$ cat src/rtl/rv_decode_pkg.sv
// rv_decode_pkg: shared opcodes, ALU operation codes, immediate formats and index helper for the decode stage
package rv_decode_pkg;

    localparam logic [6:0] OP_LUI    = 7'h37;
    localparam logic [6:0] OP_AUIPC  = 7'h17;
    localparam logic [6:0] OP_JAL    = 7'h6F;
    localparam logic [6:0] OP_JALR   = 7'h67;
    localparam logic [6:0] OP_BRANCH = 7'h63;
    localparam logic [6:0] OP_LOAD   = 7'h03;
    localparam logic [6:0] OP_STORE  = 7'h23;
    localparam logic [6:0] OP_IMM    = 7'h13;
    localparam logic [6:0] OP_OP     = 7'h33;

    typedef enum logic [3:0] {
        ALU_ADD      = 4'd0,
        ALU_SLL      = 4'd1,
        ALU_SLT      = 4'd2,
        ALU_SLTU     = 4'd3,
        ALU_XOR      = 4'd4,
        ALU_SRL      = 4'd5,
        ALU_OR       = 4'd6,
        ALU_AND      = 4'd7,
        ALU_SUB      = 4'd8,
        ALU_SRA      = 4'd13,
        ALU_PASS_IMM = 4'd15
    } aluop_e;

    typedef enum logic [2:0] {FMT_R, FMT_I, FMT_S, FMT_B, FMT_U, FMT_J} imm_fmt_e;

    function automatic logic idx_ok(input logic [4:0] r, input int nreg);
        return int'(r) < nreg;
    endfunction

endpackage

$ cat src/rtl/rv_regfile.sv
// rv_regfile: NREG x XLEN register file, two async read ports, one write port, optional write-to-read bypass
// Ports: clk, reset (async, active-high, clears all entries); we/wa/wd write port;
//        ra1/rd1 and ra2/rd2 read ports. x0 and out-of-range indices read 0.
module rv_regfile
    import rv_decode_pkg::*;
#(
    parameter int XLEN   = 32,
    parameter int NREG   = 32,
    parameter int BYPASS = 1
) (
    input  logic            clk,
    input  logic            reset,
    input  logic            we,
    input  logic [4:0]      wa,
    input  logic [XLEN-1:0] wd,
    input  logic [4:0]      ra1,
    output logic [XLEN-1:0] rd1,
    input  logic [4:0]      ra2,
    output logic [XLEN-1:0] rd2
);

    localparam int AW = $clog2(NREG);

    logic [XLEN-1:0] mem_q [NREG];
    logic            wr;

    assign wr = we && wa != 5'd0 && idx_ok(wa, NREG);

    always_ff @(posedge clk or posedge reset) begin
        if (reset) begin
            for (int i = 0; i < NREG; i++) mem_q[i] <= '0;
        end else if (wr) begin
            mem_q[wa[AW-1:0]] <= wd;
        end
    end

    always_comb begin
        rd1 = (ra1 == 5'd0 || !idx_ok(ra1, NREG)) ? '0 :
              (BYPASS != 0 && wr && wa == ra1) ? wd : mem_q[ra1[AW-1:0]];
        rd2 = (ra2 == 5'd0 || !idx_ok(ra2, NREG)) ? '0 :
              (BYPASS != 0 && wr && wa == ra2) ? wd : mem_q[ra2[AW-1:0]];
    end

endmodule

$ cat src/rtl/rv_decode_stage.sv
// rv_decode_stage: pipelined RV32I decoder with register-file read and a one-deep valid/ready output register
// Ports: clk, reset (async, active-high); in_valid/in_ready/komut from fetch; wb_en/wb_rd/wb_data writeback;
//        out_valid/out_ready to execute; opcode, aluop, rs1, rs2, rd, rs1_data, rs2_data, imm, hata, err_count.
module rv_decode_stage
    import rv_decode_pkg::*;
#(
    parameter int XLEN   = 32,
    parameter int NREG   = 32,
    parameter int BYPASS = 1,
    parameter int ERRW   = 16
) (
    input  logic            clk,
    input  logic            reset,
    input  logic            in_valid,
    output logic            in_ready,
    input  logic [31:0]     komut,
    input  logic            wb_en,
    input  logic [4:0]      wb_rd,
    input  logic [XLEN-1:0] wb_data,
    output logic            out_valid,
    input  logic            out_ready,
    output logic [6:0]      opcode,
    output logic [3:0]      aluop,
    output logic [4:0]      rs1,
    output logic [4:0]      rs2,
    output logic [4:0]      rd,
    output logic [XLEN-1:0] rs1_data,
    output logic [XLEN-1:0] rs2_data,
    output logic [XLEN-1:0] imm,
    output logic            hata,
    output logic [ERRW-1:0] err_count
);

    logic [6:0]      opc, f7;
    logic [2:0]      f3;
    imm_fmt_e        fmt;
    logic            use1, use2, used, legal;
    logic [3:0]      alu_c;
    logic [4:0]      rs1_c, rs2_c, rd_c;
    logic            hata_c;
    logic [XLEN-1:0] imm_c, rf1, rf2, dat1, dat2;
    logic            load, stall, wb_ok;

    logic            valid_q, valid_d;
    logic [6:0]      opcode_q, opcode_d;
    logic [3:0]      aluop_q, aluop_d;
    logic [4:0]      rs1_q, rs1_d, rs2_q, rs2_d, rd_q, rd_d;
    logic [XLEN-1:0] rs1_data_q, rs1_data_d, rs2_data_q, rs2_data_d, imm_q, imm_d;
    logic            hata_q, hata_d;
    logic [ERRW-1:0] err_q, err_d;

    assign opc = komut[6:0];
    assign f3  = komut[14:12];
    assign f7  = komut[31:25];

    always_comb begin
        fmt   = FMT_R;
        legal = 1'b1;
        use1  = 1'b0;
        use2  = 1'b0;
        used  = 1'b0;
        alu_c = ALU_ADD;
        case (opc)
            OP_OP: begin
                use1  = 1'b1;
                use2  = 1'b1;
                used  = 1'b1;
                alu_c = {f7[5], f3};
                legal = f7 == 7'h00 || (f7 == 7'h20 && (f3 == 3'b000 || f3 == 3'b101));
            end
            OP_IMM: begin
                fmt   = FMT_I;
                use1  = 1'b1;
                used  = 1'b1;
                // funct7[5] only selects SRAI; for other funct3 those bits are immediate
                alu_c = {f3 == 3'b101 && f7[5], f3};
                legal = f3 == 3'b001 ? f7 == 7'h00 :
                        f3 == 3'b101 ? (f7 == 7'h00 || f7 == 7'h20) : 1'b1;
            end
            OP_LOAD, OP_JALR: begin
                fmt  = FMT_I;
                use1 = 1'b1;
                used = 1'b1;
            end
            OP_STORE: begin
                fmt  = FMT_S;
                use1 = 1'b1;
                use2 = 1'b1;
            end
            OP_BRANCH: begin
                fmt   = FMT_B;
                use1  = 1'b1;
                use2  = 1'b1;
                alu_c = ALU_SUB;
            end
            OP_LUI: begin
                fmt   = FMT_U;
                used  = 1'b1;
                alu_c = ALU_PASS_IMM;
            end
            OP_AUIPC: begin
                fmt  = FMT_U;
                used = 1'b1;
            end
            OP_JAL: begin
                fmt  = FMT_J;
                used = 1'b1;
            end
            default: legal = 1'b0;
        endcase
    end

    always_comb begin
        rs1_c  = use1 ? komut[19:15] : 5'd0;
        rs2_c  = use2 ? komut[24:20] : 5'd0;
        rd_c   = used ? komut[11:7] : 5'd0;
        hata_c = !legal || !idx_ok(rs1_c, NREG) || !idx_ok(rs2_c, NREG) || !idx_ok(rd_c, NREG);
        imm_c  = fmt == FMT_I ? XLEN'($signed(komut[31:20])) :
                 fmt == FMT_S ? XLEN'($signed({komut[31:25], komut[11:7]})) :
                 fmt == FMT_B ? XLEN'($signed({komut[31], komut[7], komut[30:25], komut[11:8], 1'b0})) :
                 fmt == FMT_U ? XLEN'($signed({komut[31:12], 12'b0})) :
                 fmt == FMT_J ? XLEN'($signed({komut[31], komut[19:12], komut[20], komut[30:21], 1'b0})) : '0;
        dat1   = hata_c ? '0 : rf1;
        dat2   = hata_c ? '0 : rf2;
    end

    rv_regfile #(
        .XLEN  (XLEN),
        .NREG  (NREG),
        .BYPASS(BYPASS)
    ) u_rf (
        .clk  (clk),
        .reset(reset),
        .we   (wb_en),
        .wa   (wb_rd),
        .wd   (wb_data),
        .ra1  (rs1_c),
        .rd1  (rf1),
        .ra2  (rs2_c),
        .rd2  (rf2)
    );

    assign in_ready = !valid_q || out_ready;
    assign load     = in_valid && in_ready;
    assign stall    = valid_q && !out_ready;
    assign wb_ok    = wb_en && wb_rd != 5'd0 && idx_ok(wb_rd, NREG);

    always_comb begin
        valid_d    = in_ready ? in_valid : valid_q;
        opcode_d   = load ? opc : opcode_q;
        aluop_d    = load ? (hata_c ? 4'd0 : alu_c) : aluop_q;
        rs1_d      = load ? rs1_c : rs1_q;
        rs2_d      = load ? rs2_c : rs2_q;
        rd_d       = load ? rd_c : rd_q;
        imm_d      = load ? imm_c : imm_q;
        hata_d     = load ? hata_c : hata_q;
        // a held operand tracks writebacks to its register so it never goes stale while stalled
        rs1_data_d = load ? dat1 : (stall && wb_ok && !hata_q && rs1_q == wb_rd) ? wb_data : rs1_data_q;
        rs2_data_d = load ? dat2 : (stall && wb_ok && !hata_q && rs2_q == wb_rd) ? wb_data : rs2_data_q;
        err_d      = (load && hata_c && !(&err_q)) ? err_q + 1'b1 : err_q;
    end

    always_ff @(posedge clk or posedge reset) begin
        if (reset) begin
            valid_q    <= 1'b0;
            opcode_q   <= '0;
            aluop_q    <= '0;
            rs1_q      <= '0;
            rs2_q      <= '0;
            rd_q       <= '0;
            rs1_data_q <= '0;
            rs2_data_q <= '0;
            imm_q      <= '0;
            hata_q     <= 1'b0;
            err_q      <= '0;
        end else begin
            valid_q    <= valid_d;
            opcode_q   <= opcode_d;
            aluop_q    <= aluop_d;
            rs1_q      <= rs1_d;
            rs2_q      <= rs2_d;
            rd_q       <= rd_d;
            rs1_data_q <= rs1_data_d;
            rs2_data_q <= rs2_data_d;
            imm_q      <= imm_d;
            hata_q     <= hata_d;
            err_q      <= err_d;
        end
    end

    assign out_valid = valid_q;
    assign opcode    = opcode_q;
    assign aluop     = aluop_q;
    assign rs1       = rs1_q;
    assign rs2       = rs2_q;
    assign rd        = rd_q;
    assign rs1_data  = rs1_data_q;
    assign rs2_data  = rs2_data_q;
    assign imm       = imm_q;
    assign hata      = hata_q;
    assign err_count = err_q;

endmodule

$ cat config.mk
export PLATFORM = sky130hd
export DESIGN_NAME = rv_decode_stage
export DESIGN_NICKNAME = d
export VERILOG_FILES = /design/src/rtl/rv_decode_pkg.sv /design/src/rtl/rv_regfile.sv /design/src/rtl/rv_decode_stage.sv
export SDC_FILE = /design/constraint.sdc
export NUM_CORES = 2
export LEC_CHECK = 0
export BUFFER_PORTS_ARGS = -buffer_cell sky130_fd_sc_hd__buf_4
export CAP_MARGIN = 40
export CORE_MARGIN = 2
export CORE_UTILIZATION = 40
export CTS_CLUSTER_DIAMETER = 120
export DETAILED_ROUTE_END_ITERATION = 7
export SYNTH_ARGS = -nofsm -noshare
export SYNTH_HDL_FRONTEND = slang
export SYNTH_HIERARCHICAL = 1
export SYNTH_SLANG_ARGS = --single-unit
export TNS_END_PERCENT = 1
$ cat constraint.sdc
create_clock -name clk -period 48.1 [get_ports clk]
set_clock_uncertainty 0.1 [all_clocks]
set_input_delay 7.215 -clock clk [delete_from_list [all_inputs] [get_ports clk]]
set_output_delay 7.215 -clock clk [all_outputs]
set_load 0.1 [all_outputs]
==> reports/metrics.yaml <==
outcome: "finished clean"
synthAdderAreaFrac: 0.0002041
fin_setup_tns_ps: 0
largest_family_of_logic_cells_by_synthesized_area: "multiplexers"
postLayoutSetupSlackWorst_ps: 32730
powerDensity_nw_per_um2: 39.90
total_wire_length_um: 224600
first_global_vias: 42394
summed_instance_area_of_the_synthesized_netlist_sq_um: 61300
crit_chain: "buf_4 -> nand2b_1 -> buf_4"
mostFrequentLayoutCell: "sky130_fd_sc_hd__dfrtp_1"
dr_drc_count: 0
dieArea_sq_um: 156400
placed_area_sq_um: 65220
synth_sequential_area_ratio: 0.4751
clock_tree.htree_level_count: 4
maxSlewViolCount: 0
grt_first_pass_wirelength_um: 321200
fp.coreArea_sq_um: 152100
synth-edff-count: 0
tritoncts_num_sinks: 1164
detail_route.wl_per_cell_um: 34.40
fraction_of_the_mapped_netlist_area_in_compound_gates: 0.06964
tritoncts: "done"
cts-hold-fix-buffers: 0
postLayoutCellArea_sq_um: 69720
grt_start_max_net_pins: 173
timing.final.hold_violations: 0
crit_path_start_kind: "input pin"
initial_standard_cell_utilization_of_the_core: 0.4031
critical_path.endpoint_type: "output port"
layout.cells.most_common_list: "sky130_fd_sc_hd__dfrtp_1 (1,164), sky130_fd_sc_hd__mux2_2 (1,034), sky130_fd_sc_hd__mux4_2 (395), sky130_fd_sc_hd__buf_4 (320), sky130_fd_sc_hd__mux2i_1 (258)"
grt_antenna_before_repair: 6
worst-path-max-fanout: 6
worst_pin_slew_ps: 1025
largest_vdd_supply_drop_mv: 0.03720
hold_class: "reg -> reg"
resized_cells_post_cts: 0
area_growth_syn_to_layout_pct: 13.73
unrepaired_setup_endpoints_after_global_routing: "false"
routed-via-count: 42838
worst-endpoint-arrival_ps: 8060
fmax_ghz: 0.06505
post_route_cells_drive_above_1_share: 0.4613
first_iter_violations: 4571
globalRouteOverflowTotal: 0
synth_async_sr_flop_share: 1.000
detailedPlacementHpwl_um: 126500
crit_top_cell: "sky130_fd_sc_hd__buf_4"
final_antenna_net_count: 0
post_synth_and_or_nand_nor_area_fraction: 0.03551
critPathSlowestCell: "sky130_fd_sc_hd__buf_4"
yosysWarningCount: 6
clock_path_buffers: 3
insertion_delay_ps: 790
die_h_um: 395.5
path_class: "in -> out"
post-place-ws_ps: 32730
std_cell_rows: 143
postCtsSetupBuffers: 0
yosys.cell_types.count: 67
grt.total_usage: 0.2852
maxSlewHeadroom: 0.3167
timing.critical_path.slowest_cell_delay_ps: 380
fin_util: 0.4584
total_leakage_power_nw: 29.00
muxShareOfSynthArea: 0.3777
worstPathRequired_ps: 40780
cts_buffers: 131
maxCapViolCount: 0
ios: 215
timing.final.crit_period_ps: 15370
post_synth_xor_area_fraction: 0.005000
final_period_utilization: 0.3196
clk_transition_reported_paths_ps: 60
gp_routability_congestion: 0.8376
synth.ff_latch_count: 1164
die_w_um: 395.5
clock_tree.root_cell: "sky130_fd_sc_hd__clkbuf_16"
synth.avg_cell_area_sq_um: 13.98
syn-num-nets: 4460
synth_cells: 4385
nNetsFinal: 4468
drt-vias-per-instance: 6.562
timing.final.setup_violations: 0
detailed_routing_iteration_count_for_the_pre_antenna_repair_pass: 6
design_power_total_w: 0.002782
port_buffers: 214
synth_top_flop_cell: "sky130_fd_sc_hd__dfrtp_1"
-- cell type report --
class,instances,area (sq um)
flip-flops and latches,1164,29130
diodes,6,15.01
clock inverters,43,599.3
well taps,2030,2540
fillers,13565,82360
multi-input cells,2729,30190
repair buffers,359,3324
inverters,8,42.54
clock buffers,189,3884
-- power by group --
part | switching, W | total (W) | internal (W)
clock network | 0.000426 | 0.00105 | 0.000626
registers | 0.000122 | 0.00127 | 0.00115
logic | 0.000211 | 0.000458 | 0.000246
total | 0.000760 | 0.00278 | 0.00202
-- registers in the layout, indices dropped and copies added, names as in the netlist --
signal	cells
aluop	4
err_count	16
hata	1
imm	32
opcode	7
out_valid	1
rd	5
rs1	5
rs1_data	32
rs2	5
rs2_data	32
u_rf/mem_q	1024
-- worst paths after layout --
path	startpoint	endpoint	slack, ps	depth (start not counted)
worst max-delay path	out_ready	in_ready	32730	3
worst min-delay path	u_rf/mem_q[1006]	u_rf/mem_q[1006]	300	0
worst max register to register	out_valid	rs1_data[4]	44640	6
worst min register to register	u_rf/mem_q[1006]	u_rf/mem_q[1006]	300	0
max in group asynchronous	reset	u_rf/mem_q[750]	39010	5
min in group asynchronous	reset	u_rf/mem_q[149]	6330	2
-- through the flow --
stage          cells  hold WS [ps]
2_1_floorplan   4385         341.3
3_3_place_gp    6254         276.3
3_5_place_dp    6290         283.3
4_1_cts         6522         295.8
5_1_grt         6522         307.7
6_report        6528         298.7
-- critical path, delay by kind of cell --
| kind | cells | cell delay, ps |
|---|---|---|
| buffers and inverters | 2 | 470 |
| and+or+nand+nor | 1 | 370 |
-- Yosys cell counts (44+ instances only) --
library cell / n / area [sq um]
sky130_fd_sc_hd__mux2_2: 1034 / 11640
sky130_fd_sc_hd__nor2_1: 96 / 360.4
sky130_fd_sc_hd__dfrtp_1: 1164 / 29130
sky130_fd_sc_hd__o22ai_1: 45 / 281.5
sky130_fd_sc_hd__and3_1: 44 / 275.3
sky130_fd_sc_hd__mux2i_1: 258 / 2582
sky130_fd_sc_hd__a21oi_1: 67 / 335.3
sky130_fd_sc_hd__a22oi_1: 92 / 690.7
sky130_fd_sc_hd__mux4_2: 395 / 8896
sky130_fd_sc_hd__nand2_1: 155 / 581.8
sky130_fd_sc_hd__o221ai_1: 66 / 578.1
sky130_fd_sc_hd__buf_1: 82 / 307.8
sky130_fd_sc_hd__clkbuf_1: 272 / 1021
sky130_fd_sc_hd__o21ai_0: 53 / 265.3
sky130_fd_sc_hd__buf_2: 74 / 370.4
sky130_fd_sc_hd__a221o_1: 69 / 690.7
-- metal layers --
layer	up-vias	GRT usage	wire length, um
li1	16940	-	-
met5	-	0	14
met2	2255	0.4157	97380
met1	23178	0.4081	95890
met3	463	0.07921	23260
met4	2	0.09818	8010
-- kinds of logic (layout without fill, tap and decap cells) --
kind of cell	after synthesis	count (layout)
AOI/OAI and AO/OA	557	557
xor gates and xnor gates	35	35
adders and majority gates	1	1
buffers and inverters	492	599
DFF	1164	1164
muxes	1690	1690
other	0	6
and+or+nand+nor	446	446
No activity file was read; power rests on OpenSTA's default activity.
